===== src/rtl/fifo_sync_param.sv =====
// ---------------------------------------------------------------------------
// fifo_sync_param
// Parametrised single-clock FIFO with occupancy count, almost-full /
// almost-empty flags and sticky overflow / underflow error flags.
//
// Parameters
//   FIFO_WIDTH    : data width in bits (>= 1)
//   FIFO_DEPTH    : number of entries, power of two (>= 2)
//   AFULL_THRESH  : fifo_afull when count >= AFULL_THRESH  (1..FIFO_DEPTH)
//   AEMPTY_THRESH : fifo_aempty when count <= AEMPTY_THRESH (0..FIFO_DEPTH-1)
//
// Ports
//   clk            in   rising-edge clock
//   rst_           in   asynchronous active-low reset
//   fifo_write     in   write request
//   fifo_read      in   read request
//   fifo_data_in   in   write data [FIFO_WIDTH]
//   err_clr        in   synchronous clear of the sticky error flags
//   fifo_data_out  out  registered read data [FIFO_WIDTH]
//   fifo_full      out  count == FIFO_DEPTH
//   fifo_empty     out  count == 0
//   fifo_afull     out  count >= AFULL_THRESH
//   fifo_aempty    out  count <= AEMPTY_THRESH
//   fifo_count     out  current occupancy [$clog2(FIFO_DEPTH)+1]
//   fifo_overflow  out  sticky: a write was rejected
//   fifo_underflow out  sticky: a read was rejected
//
// All status outputs are decodes of the registered occupancy counter only,
// so there is no combinational path from any input to any output.
// ---------------------------------------------------------------------------
module fifo_sync_param #(
   parameter int FIFO_WIDTH    = 8,
   parameter int FIFO_DEPTH    = 8,
   parameter int AFULL_THRESH  = 6,
   parameter int AEMPTY_THRESH = 2
) (
   input  logic                          clk,
   input  logic                          rst_,
   input  logic                          fifo_write,
   input  logic                          fifo_read,
   input  logic [FIFO_WIDTH-1:0]         fifo_data_in,
   input  logic                          err_clr,
   output logic [FIFO_WIDTH-1:0]         fifo_data_out,
   output logic                          fifo_full,
   output logic                          fifo_empty,
   output logic                          fifo_afull,
   output logic                          fifo_aempty,
   output logic [$clog2(FIFO_DEPTH):0]   fifo_count,
   output logic                          fifo_overflow,
   output logic                          fifo_underflow
);

   localparam int AW = $clog2(FIFO_DEPTH);
   localparam int CW = AW + 1;

   localparam logic [CW-1:0] C_DEPTH  = CW'(FIFO_DEPTH);
   localparam logic [CW-1:0] C_AFULL  = CW'(AFULL_THRESH);
   localparam logic [CW-1:0] C_AEMPTY = CW'(AEMPTY_THRESH);
   localparam logic [CW-1:0] C_CNT_1  = CW'(1'b1);
   localparam logic [AW-1:0] C_PTR_1  = AW'(1'b1);

   // Storage and state
   logic [FIFO_WIDTH-1:0] r_mem [FIFO_DEPTH];
   logic [AW-1:0]         r_wr_ptr;
   logic [AW-1:0]         r_rd_ptr;
   logic [CW-1:0]         r_cnt;
   logic [FIFO_WIDTH-1:0] r_data_out;
   logic                  r_overflow;
   logic                  r_underflow;

   // Combinational decode
   logic                  w_full;
   logic                  w_empty;
   logic                  w_rd_ok;
   logic                  w_wr_ok;
   logic                  w_ovf_set;
   logic                  w_unf_set;
   logic [CW-1:0]         w_cnt_nxt;
   logic                  w_ovf_nxt;
   logic                  w_unf_nxt;

   assign w_full  = (r_cnt == C_DEPTH);
   assign w_empty = (r_cnt == {CW{1'b0}});

   // A read is only accepted when data is present. A write into a full FIFO
   // is still accepted when a read frees a slot on the same edge.
   assign w_rd_ok = fifo_read && !w_empty;
   assign w_wr_ok = fifo_write && (!w_full || fifo_read);

   assign w_ovf_set = fifo_write && w_full && !fifo_read;
   assign w_unf_set = fifo_read && w_empty;

   // Next occupancy: simultaneous accepted read and write leave it unchanged
   always_comb begin
      w_cnt_nxt = r_cnt;
      case ({w_wr_ok, w_rd_ok})
         2'b10:   w_cnt_nxt = r_cnt + C_CNT_1;
         2'b01:   w_cnt_nxt = r_cnt - C_CNT_1;
         default: w_cnt_nxt = r_cnt;
      endcase
   end

   // Sticky error flags: a new error wins over a clear in the same cycle
   always_comb begin
      w_ovf_nxt = r_overflow;
      w_unf_nxt = r_underflow;
      if (w_ovf_set) begin
         w_ovf_nxt = 1'b1;
      end else if (err_clr) begin
         w_ovf_nxt = 1'b0;
      end else begin
         w_ovf_nxt = r_overflow;
      end
      if (w_unf_set) begin
         w_unf_nxt = 1'b1;
      end else if (err_clr) begin
         w_unf_nxt = 1'b0;
      end else begin
         w_unf_nxt = r_underflow;
      end
   end

   // Storage write port; the array is deliberately left out of reset
   always_ff @(posedge clk) begin
      if (w_wr_ok) begin
         r_mem[r_wr_ptr] <= fifo_data_in;
      end
   end

   // Pointers, occupancy, read data register and error flags
   always_ff @(posedge clk or negedge rst_) begin
      if (!rst_) begin
         r_wr_ptr    <= {AW{1'b0}};
         r_rd_ptr    <= {AW{1'b0}};
         r_cnt       <= {CW{1'b0}};
         r_data_out  <= {FIFO_WIDTH{1'b0}};
         r_overflow  <= 1'b0;
         r_underflow <= 1'b0;
      end else begin
         // Pointers wrap naturally because FIFO_DEPTH == 2**AW
         if (w_wr_ok) begin
            r_wr_ptr <= r_wr_ptr + C_PTR_1;
         end
         if (w_rd_ok) begin
            r_rd_ptr   <= r_rd_ptr + C_PTR_1;
            r_data_out <= r_mem[r_rd_ptr];
         end
         r_cnt       <= w_cnt_nxt;
         r_overflow  <= w_ovf_nxt;
         r_underflow <= w_unf_nxt;
      end
   end

   assign fifo_data_out  = r_data_out;
   assign fifo_count     = r_cnt;
   assign fifo_full      = w_full;
   assign fifo_empty     = w_empty;
   assign fifo_afull     = (r_cnt >= C_AFULL);
   assign fifo_aempty    = (r_cnt <= C_AEMPTY);
   assign fifo_overflow  = r_overflow;
   assign fifo_underflow = r_underflow;

endmodule


===== config.mk =====
export PLATFORM = sky130hd
export DESIGN_NAME = fifo_sync_param
export DESIGN_NICKNAME = d
export VERILOG_FILES = /design/src/rtl/fifo_sync_param.sv
export SDC_FILE = /design/constraint.sdc
export NUM_CORES = 1
export LEC_CHECK = 0
export ABC_AREA = 1
export BUFFER_PORTS_ARGS = -buffer_cell sky130_fd_sc_hd__buf_4
export CORE_MARGIN = 5
export CORE_UTILIZATION = 55
export CTS_BUF_LIST = sky130_fd_sc_hd__clkbuf_16
export DETAILED_ROUTE_END_ITERATION = 8
export GPL_TIMING_DRIVEN = 0
export PLACE_DENSITY = 0.71
export SLEW_MARGIN = 20
export SYNTH_ARGS = -nofsm -noshare
export SYNTH_HDL_FRONTEND = slang
export SYNTH_SLANG_ARGS = --single-unit

===== constraint.sdc =====
create_clock -name clk -period 4.6 [get_ports clk]
set_input_delay 0.23 -clock clk [delete_from_list [all_inputs] [get_ports clk]]
set_output_delay 0.23 -clock clk [all_outputs]
set_load 0.01 [all_outputs]

==> results by stage, run 1 <==
Placed design:
- Routability-driven placement finished with a final weighted congestion of 0.767.
- Timing analysis after detailed placement gives a worst setup slack of 2.39 ns.
- After legalization and detailed placement, the total HPWL measured 4920 um.
- Once placement completed, the tool counted placed cells totaling 424.
- During placement, the flow inserted port buffers numbering 30.

Hold path:
- The path class of the tightest hold or removal check is in -> reg.
- The number of stages on the worst hold path is 2.
- For hold timing, the worst endpoint is fifo_underflow$_DFFE_PN0P_.
- The startpoint of the lowest-slack hold path is err_clr.

Drt:
- The detailed-route DRC error count is 0.
- In the detailed route, the total length drawn on met2 is 3350 um.
- The antenna violation net count after detailed routing is 0.
- The length of routed met3 wiring is 458 um.
- The post-route met1 wirelength is 3290 um.
- Summed over all layers, the routed wires come to 7200 um.
- In the final routed layout, each cell accounts on average for 16.3 um.
- The detailed router placed 2341 vias in this run.
- The detailed router finished its first iteration with 143 violations.
- The detailed router used layers up to and including met4.
- Using the TritonRoute via totals, the vias-per-cell ratio works out to 5.31.
- The first TritonRoute pass finished after 4 iterations.

Critical path:
- The critical-path maximum fanout is 11.
- The destination of the worst register-to-register timing path is fifo_count[2]$_DFFE_PN0P_.
- The type of the worst setup path is reg -> reg.
- The signal on the critical path passes through nor2_1, nand2_2, nand2_4, inv_2, buf_6, ha_1, nand2_1, inv_1, nor2_1, ha_1, a21oi_1, xor2_1, o21ai_0.
- STA classifies the critical path startpoint as a register.
- In this design, the stage delay of the slowest critical-path cell is 0.46 ns.
- The launch point of the worst path is fifo_count[3]$_DFFE_PN0P_.
- The slowest cell on the critical path is sky130_fd_sc_hd__dfrtp_1.
- The endpoint kind of the worst setup timing path is a register.
- The slack of the worst reg-to-reg path is 2.37 ns.
- The startpoint of the lowest-slack register-to-register path is fifo_count[3]$_DFFE_PN0P_.
- The worst register-to-register path has a depth of 13.
- For the worst setup path, the data required time is 4.85 ns.
- The data arrival time at the worst-slack endpoint is 2.48 ns.

Synthesis:
- Yosys instantiated no cell more often than sky130_fd_sc_hd__nor2_1.
- The total standard cell area after synthesis is 0.00353 mm2.
- The share of async-settable or async-resettable flops after synthesis is 23.8%.
- By count the netlist is led by sky130_fd_sc_hd__nor2_1, sky130_fd_sc_hd__edfxtp_1, sky130_fd_sc_hd__nand2_1, sky130_fd_sc_hd__o21ai_0, sky130_fd_sc_hd__nand3_1.
- By area the synthesized netlist is led by sky130_fd_sc_hd__edfxtp_1, sky130_fd_sc_hd__dfrtp_1, sky130_fd_sc_hd__nor2_1.
- The synthesized net count is 335.
- In this run, synthesis inferred 64 flip-flops with an integrated enable.
- The leading area contributor after synthesis is sky130_fd_sc_hd__edfxtp_1.
- After synthesis, flip-flops and latches occupy 68.7% of the total area.
- Counting flops and latches in the post-synthesis netlist gives 84.
- The cell count after synthesis came out at 317.
- For this run, the leading register cell type out of synthesis is sky130_fd_sc_hd__edfxtp_1.
- The count of different cell masters after synthesis is 25.
- The top-area cell type share of the netlist area is 54.5%.
- The number of warnings reported in the yosys synthesis log is 0.
- The mean instance size in the synthesized netlist is 11.1 um2.

Die:
- 31 I/O pins were placed.
- The die footprint is 0.00811 mm2.
- The initial utilization of the core area, before any placement, comes to 56.2%.
- The core area is 0.00628 mm2.
- The horizontal extent of the die is 90.1 um.
- After floorplanning, the core was divided into 29 placement rows.
- Measured along the y axis, the die boundary spans 90.1 um.

Power:
- The switching part of the total power is 34.7%.
- The combinational share of power is 35.3%.
- The internal power of the cells totals 0.00183 W.
- For this design the static power due to leakage is 1.70 nW.
- The switching power is 0.000974 W.
- The sequential share of power is 38.3%.
- The part of the total power dissipated in the clock network is 26.5%.
- After layout, the design draws a total of 0.00280 W.
- The highest ir drop seen on vdd is 0.415 mV.
- Power spread over the standard cell area amounts to 672 mW/mm2.

Timing:
- Clock skew on the completed layout was measured at 0.00782 ns.
- In the final timing run, aggregate negative setup slack is 0 ns.
- Setup repair after global routing left no endpoint under its margin.
- Setup violations remaining at the end of the flow were counted as 0.
- The worst pin sits at a relative slew slack of 41.8%.
- For the pin with the worst max-slew slack, the measured transition is 0.869 ns.
- The number of pins with negative max-slew slack in the final report is 0.
- The worst path in the final design needs a cycle of 2.23 ns, including I/O delays and setup.
- Final hold analysis gives a worst-case slack of 0.107 ns.
- The number of endpoints with negative hold slack in the final report is 0.
- The share of the cycle needed by the critical path after routing is 48.6%.
- Derived from the worst setup path, the maximum achievable clock frequency is 448 MHz.
- The final setup slack of the worst path is 2.37 ns.

Clock tree:
- Once the clock tree was built, the setup fixing pass inserted 0 buffers.
- The clock latency of the later-clocked register in the worst-skew pair is 0.34 ns.
- The number of clock buffers added by TritonCTS is 9.
- The clock net in this run drives a total of 84 sinks.
- The number of resized instances in the post-cts repair step is 0.
- TritonCTS built the clock tree.
- The largest buffer count on any clock path is 2.
- The clock transition at the registers of the reported paths is 0.06 ns.
- The maximum level of the CTS H-tree is 3.
- The master cell of the clock root buffer is sky130_fd_sc_hd__clkbuf_16.

GRT:
- The residual overflow from global routing is 0.
- The via count of the first global-routing pass is 2361.
- Entering global routing, the biggest net connects 21 pins.
- The all-layer global routing usage is 19.2%.
- The initial antenna violation count was 0.
- The first global-routing pass estimated 12100 um of wire.

Final layout:
- The number of nets in the layout is 377.
- The antenna diode count is 0.
- The ratio of cells with drive above 1 in the final layout is 17.6%.
- The final cell count without fillers is 441.
- The area growth from synthesis to layout is 18.2%.
- Counting the fill cells in the layout gives 473.

Status:
- The flow ran to the end, and the final reports show no timing, DRC or antenna violations.

Run:
- The max-cap check violation count is 0.
==> what timing repair did <==
action | 4_1_cts | 5_1_grt
hold endpoints to repair | 20 | 0
hold buffers | 1 | 0
endpoints found under the setup margin | 0 | 0
==> power groups by stage <==
stage               clock (W)  sequential, W  combinational, W
CTS                  0.000747        0.00107          0.000994
finish               0.000742        0.00107          0.000988
detailed placement          0        0.00109          0.000981
global placement            0        0.00108          0.000953
floorplan                   0        0.00109          0.000622
global route         0.000787        0.00109           0.00113
==> registers in the layout, indices dropped and copies added, names as in the netlist <==
signal and flops:
fifo_data_out 8, r_rd_ptr 3, fifo_count 4, fifo_overflow 1
r_mem 64, fifo_underflow 1, r_wr_ptr 3
==> placed cells by master, fill, tap and decap left out, drive strengths merged, types with 2 or more instances in the layout <==
cell	n
buf	39
bufinv	2
clkbuf	12
clkinv	4
dfrtp	20
edfxtp	64
ha	5
inv	21
nand2	41
nand3	28
nor2	77
o21ai	39
xnor2	2
xor2	4
==> metal layers <==
metal,track usage (%),vias up
met3,6.26,11
li1,-,1160
met1,25.8,1106
met4,8.19,0
met2,28.6,64
met5,0,-
==> cells by family after synthesis <==
family                   Yosys count  synth area share (%)
AO/OA/AOI/OAI                     41                  5.96
XOR/XNOR                           6                  1.49
adder cells (fa/ha/maj)            5                  1.77
buffers and inverters             32                  4.54
flip-flops                        84                  68.7
AND/OR/NAND/NOR                  149                  17.6
==> how the worst max path moves through the flow <==
stage,endpoint
6_report,fifo_count[2]$_DFFE_PN0P_
2_1_floorplan,fifo_count[2]$_DFFE_PN0P_
3_5_place_dp,fifo_count[2]$_DFFE_PN0P_
5_1_grt,fifo_count[2]$_DFFE_PN0P_
3_3_place_gp,fifo_count[2]$_DFFE_PN0P_
4_1_cts,fifo_count[2]$_DFFE_PN0P_
==> worst max-delay path, delay by kind of cell (launching register included) <==
| kind | cells | cell delay [ns] |
|---|---|---|
| xor+xnor | 1 | 0.17 |
| simple gates | 5 | 0.66 |
| fa+ha+maj | 2 | 0.41 |
| flops | 1 | 0.46 |
| compound gates | 2 | 0.20 |
| buf+inv | 3 | 0.25 |
==> metrics by stage <==
step,util (%),area (um2)
after floorplan,-,3530
after global placement,61.3,3850
after detailed placement,61.3,3850
after CTS,66.4,4170
after global routing,66.4,4170
final,66.4,4170
==> layout make-up <==
| class | instances | area [um2] | share of cell area, % |
|---|---|---|---|
| Buffer | 12 | 85.1 | 2.04 |
| Clock buffer | 9 | 225 | 5.40 |
| Clock inverter | 7 | 85.1 | 2.04 |
| Inverter | 20 | 75.1 | 1.80 |
| Multi-Input combinational cell | 201 | 945 | 22.7 |
| Sequential cell | 84 | 2420 | 58.1 |
| Tap cell | 77 | 96.3 | 2.31 |
| Timing Repair Buffer | 31 | 235 | 5.64 |
Power figures use the tool's default switching activity.
==> run 2: changes to the inputs <==
--- a/config.mk
+++ b/config.mk
@@ -5,14 +5,14 @@
 export SDC_FILE = /design/constraint.sdc
 export NUM_CORES = 1
 export LEC_CHECK = 0
-export ABC_AREA = 1
+export ABC_AREA = 0
 export BUFFER_PORTS_ARGS = -buffer_cell sky130_fd_sc_hd__buf_4
 export CORE_MARGIN = 5
 export CORE_UTILIZATION = 55
 export CTS_BUF_LIST = sky130_fd_sc_hd__clkbuf_16
 export DETAILED_ROUTE_END_ITERATION = 8
 export GPL_TIMING_DRIVEN = 0
-export PLACE_DENSITY = 0.71
+export PLACE_DENSITY = 0.72
 export SLEW_MARGIN = 20
 export SYNTH_ARGS = -nofsm -noshare
 export SYNTH_HDL_FRONTEND = slang
==> constraint.sdc (replaced) <==
create_clock -name clk -period 2.2 [get_ports clk]
set_input_delay 0.11 -clock clk [delete_from_list [all_inputs] [get_ports clk]]
set_output_delay 0.11 -clock clk [all_outputs]
set_load 0.01 [all_outputs]
==> results by stage, run 2 <==
Status:
- The run finished, with violations left.
- The checks that failed: setup timing.

GRT:
- The initial antenna violation count is 0 (unchanged).
- The largest net degree at the start of global routing is 21 (unchanged).
- The global-route wire length before repair is 10200 um (-16%).
- After global routing, the most crowded layer is met2.
- The via count of the first global-routing pass came to 2095 (-11%).
- The fraction of met3 tracks used by global routing came to 4.52% (-1.7 points).
- The all-layer global routing usage is 18.0% (-1.1 points).
- The global routing usage on met1 is 23.7% (-2.2 points).
- The residual overflow from global routing is 0 (unchanged).
- The global routing met2 resource utilization is 28.1% (-0.53 points).

Synthesis:
- The synthesized net count is 239 (-29%).
- The register bit total from synthesis came to 84 (unchanged).
- Yosys attributes the largest share of cell area to sky130_fd_sc_hd__edfxtp_1, sky130_fd_sc_hd__dfrtp_1, sky130_fd_sc_hd__mux2_2.
- The count of different cell masters after synthesis is 35 (+40%).
- The biggest area contributor in the post-synthesis netlist is sky130_fd_sc_hd__edfxtp_1.
- The total standard cell area after synthesis is 0.00347 mm2 (-1.7%).
- The top-area cell type share of the netlist area is 55.4% (+0.92 points).
- The number of warnings reported in the yosys synthesis log is 0 (unchanged).
- In the synthesized netlist, the cells that appear most often are sky130_fd_sc_hd__edfxtp_1, sky130_fd_sc_hd__dfrtp_1, sky130_fd_sc_hd__nand2_1.
- The most used flip-flop cell after synthesis is sky130_fd_sc_hd__edfxtp_1.
- The instance count of the mapped netlist was 221 (-30%).
- The sequential fraction of the synthesis area is 69.8% (+1.2 points).
- By instance count, the leading cell after synthesis is sky130_fd_sc_hd__edfxtp_1.
- The count of flip-flops with a built-in enable after synthesis is 64 (unchanged).
- The mean instance size in the synthesized netlist was 15.7 um2 (+41%).
- The share of async-settable or async-resettable flops after synthesis was 23.8% (unchanged).

Placed design:
- The sum of net half-perimeters after detailed placement came to 4100 um (-17%).
- The final weighted congestion of routability-driven global placement was 0.719 (-6.3%).
- The placed instance count is 329 (-22%).
- The placed instance area came to 0.00384 mm2 (-0.16%).
- The number of buffers added on ports is 30 (unchanged).

Timing:
- The post-route minimum period came to 2.31 ns (+0.0798 ns).
- The worst-case clock skew is 0.00951 ns (+0.00169 ns).
- The number of endpoints with negative hold slack in the final report was 0 (unchanged).
- The final-report setup violation count was 3 (+3).
- The final setup slack of the worst path came to -0.113 ns (-2.48 ns).
- The timing-limited maximum frequency was 432 MHz (-3.4%).
- Setup repair after global routing could not meet its margin everywhere.
- The actual slew at the worst max-slew pin was 0.803 ns (-0.0662 ns).
- The share of the cycle needed by the critical path after routing was 105% (+57 points).
- The worst-case headroom to the max-slew limit is 46.3% (+4.4 points).
- The number of pins with negative max-slew slack in the final report was 0 (unchanged).

Clock tree:
- TritonCTS built the clock tree.
- The number of clock sinks is 84 (unchanged).
- The master cell of the clock root buffer is sky130_fd_sc_hd__clkbuf_16.
- The total CTS buffers is 9 (unchanged).
- The maximum level of the CTS H-tree came to 3 (unchanged).
- The clock latency of the later-clocked register in the worst-skew pair is 0.34 ns (about the same).
- The clock transition at the registers of the reported paths is 0.07 ns (about the same).
- The largest buffer count on any clock path is 2 (unchanged).

Critical path:
- The most used cell along the critical path is sky130_fd_sc_hd__xor2_1.
- The data arrival time at the worst-slack endpoint is 2.53 ns (+0.05 ns).
- The endpoint kind of the worst setup timing path is a register.
- The required time of the critical path is 2.42 ns (-2.43 ns).
- The worst setup path is of the reg -> reg kind.
- The worst setup path is launched from a register.
- Traced cell by cell, the critical path runs through buf_4, nor4_4, nand2b_4, buf_8, inv_8, ha_4, xor2_1, ha_2, a21oi_2, xor2_1, nor2_1, xor2_1.
- The slowest cell on the critical path is sky130_fd_sc_hd__dfrtp_2.
- The cell family with the largest share of critical-path delay is simple AND/OR/NAND/NOR gates.
- The critical-path maximum fanout came to 6 (-5).
- The buffering stage count on the worst path with inverters included is 3 (unchanged).
- The worst stage delay on the critical path is 0.45 ns (about the same).

Final layout:
- The most common cell after layout, fill and taps aside is sky130_fd_sc_hd__edfxtp_1.
- The ratio of cells with drive above 1 in the final layout is 38.5% (+21 points).
- The area overhead of the layout relative to synthesis is 28.1%.
- The summed area of non-filler cells in the final layout is 0.00444 mm2 (+6.6%).
- The number of nets in the layout is 301 (-20%).
- In the layout the commonest cells are sky130_fd_sc_hd__edfxtp_1, sky130_fd_sc_hd__buf_4, sky130_fd_sc_hd__nand2_1, sky130_fd_sc_hd__dfrtp_1, sky130_fd_sc_hd__mux2_2.
- The number of flip-flops under the largest register name is 64 (unchanged).
- The utilization after layout came to 71.2% (+4.8 points).
- The total of fill cells in the finished design is 417 (-12%).
- More flip-flops sit in one register than any other, and that register is r_mem.
- The final cell count without fillers is 365 (-17%).
- The antenna diode count is 0 (unchanged).

Power:
- The sequential share of power is 37.2% (-1.1 points).
- The total power consumption of the routed design was 0.00620 W (+120%).
- The switching part of the total power came to 31.2% (-3.6 points).
- The switching power is 0.00193 W (+99%).
- The internal portion of total power was 0.00427 W (+130%).
- The combinational share of power is 34.3% (-1.0 points).
- The ratio of total power to cell area is 1400 mW/mm2 (+110%).
- The highest ir drop seen on vdd is 0.831 mV (+100%).
- The part of the total power dissipated in the clock network is 28.5% (+2.0 points).
- The leakage power figure is 1.71 nW (+0.77%).

Drt:
- The total wire length was 6620 um (-8.1%).
- The detail-routed via count per cell is 5.60 (+5.4%).
- The detailed-route DRC error count is 0 (unchanged).
- The number of detailed-routing iterations run before antenna repair is 4 (unchanged).
- The antenna violation net count after detailed routing was 0 (unchanged).
- The per-cell routed wire length came to 18.1 um (+11%).
- The starting DRC count in detailed routing came to 94 (-34%).
- The via count is 2043 (-13%).

Run:
- The max-cap check violation count came to 0 (unchanged).

Die:
- The number of top-level pins was 31 (unchanged).
- The die footprint is 0.00799 mm2 (-1.5%).
- The horizontal extent of the die is 89.4 um (-0.74%).
- The core area is 0.00624 mm2 (-0.58%).
- The standard-cell row count was 29 (unchanged).
- The starting density of the core came to 55.6% (-0.62 points).
- The height of the die is 89.4 um (-0.74%).

Hold path:
- The path class of the tightest hold or removal check is in -> reg.
## run 2: final cells by class
class / instances / area, um2 / share of cell area (%)
sequential: 84 / 2420 / 54.6
timing repair buffer: 52 / 414 / 9.32
inverter: 6 / 37.5 / 0.845
multi-input combinational: 121 / 1040 / 23.4
tap: 77 / 96.3 / 2.17
clock inverter: 7 / 128 / 2.87
clock buffer: 9 / 225 / 5.07
buffer: 9 / 78.8 / 1.77
## run 2: power groups by stage
stage | clock (W) | combinational [W] | sequential, W
4_1_cts | 0.00178 | 0.00199 | 0.00231
3_5_place_dp | 0 | 0.00189 | 0.00233
2_1_floorplan | 0 | 0.00123 | 0.00234
3_3_place_gp | 0 | 0.00184 | 0.00230
5_1_grt | 0.00186 | 0.00230 | 0.00235
6_report | 0.00177 | 0.00213 | 0.00231
## run 2: kinds of logic (layout without fill, tap and decap cells)
kind of cell	after synthesis	count (layout)	synth area share (%)
AOI/OAI and AO/OA	33	33	6.78
xor gates and xnor gates	9	9	2.27
adders and majority gates	5	5	1.80
buffers and inverters	16	83	2.99
DFF	84	84	69.8
muxes	33	33	10.1
and+or+nand+nor	41	41	6.17
## run 2: path summary, 6_finish.rpt
| kind | from | end | slack [ns] | cells past startpoint |
|---|---|---|---|---|
| hold / removal | fifo_data_in[5] | r_mem[7][5]$_DFFE_PP_ | 0.007 | 1 |
| max in group asynchronous | rst_ | fifo_count[0]$_DFFE_PN0P_ | 1.77 | 2 |
| setup / recovery | fifo_count[0]$_DFFE_PN0P_ | fifo_count[2]$_DFFE_PN0P_ | -0.11 | 12 |
| setup reg to reg | fifo_count[0]$_DFFE_PN0P_ | fifo_count[2]$_DFFE_PN0P_ | -0.11 | 12 |
| hold reg to reg | fifo_data_out[3]$_DFFE_PN0P_ | fifo_data_out[3]$_DFFE_PN0P_ | 0.48 | 2 |
| min in group asynchronous | rst_ | fifo_count[1]$_DFFE_PN0P_ | 0.20 | 2 |
## run 2: through the flow
stage / hold WS [ns] / setup TNS [ns] / worst slack (ns)
2_1_floorplan: -0.186 / -0.261 / -0.171
5_1_grt: 0.00689 / -0.511 / -0.232
3_3_place_gp: 0.00179 / -9.26 / -0.519
6_report: 0.00726 / -0.230 / -0.113
4_1_cts: 0.000202 / -0.349 / -0.151
3_5_place_dp: 0.0121 / -0.505 / -0.263
## run 2: routing by layer
metal	vias up	share of wire (%)
li1	962	-
met1	1012	44
met2	58	48
met3	11	6.2
met4	0	2.1
met5	-	0
## run 2: repair_timing
action,CTS,global route
gates resized for setup,9,16
buffers inserted,8,8
gates cloned,0,0
endpoints found under the hold margin,34,0
hold buffers,6,0
pin swaps,6,9
endpoints found under the setup margin,3,11
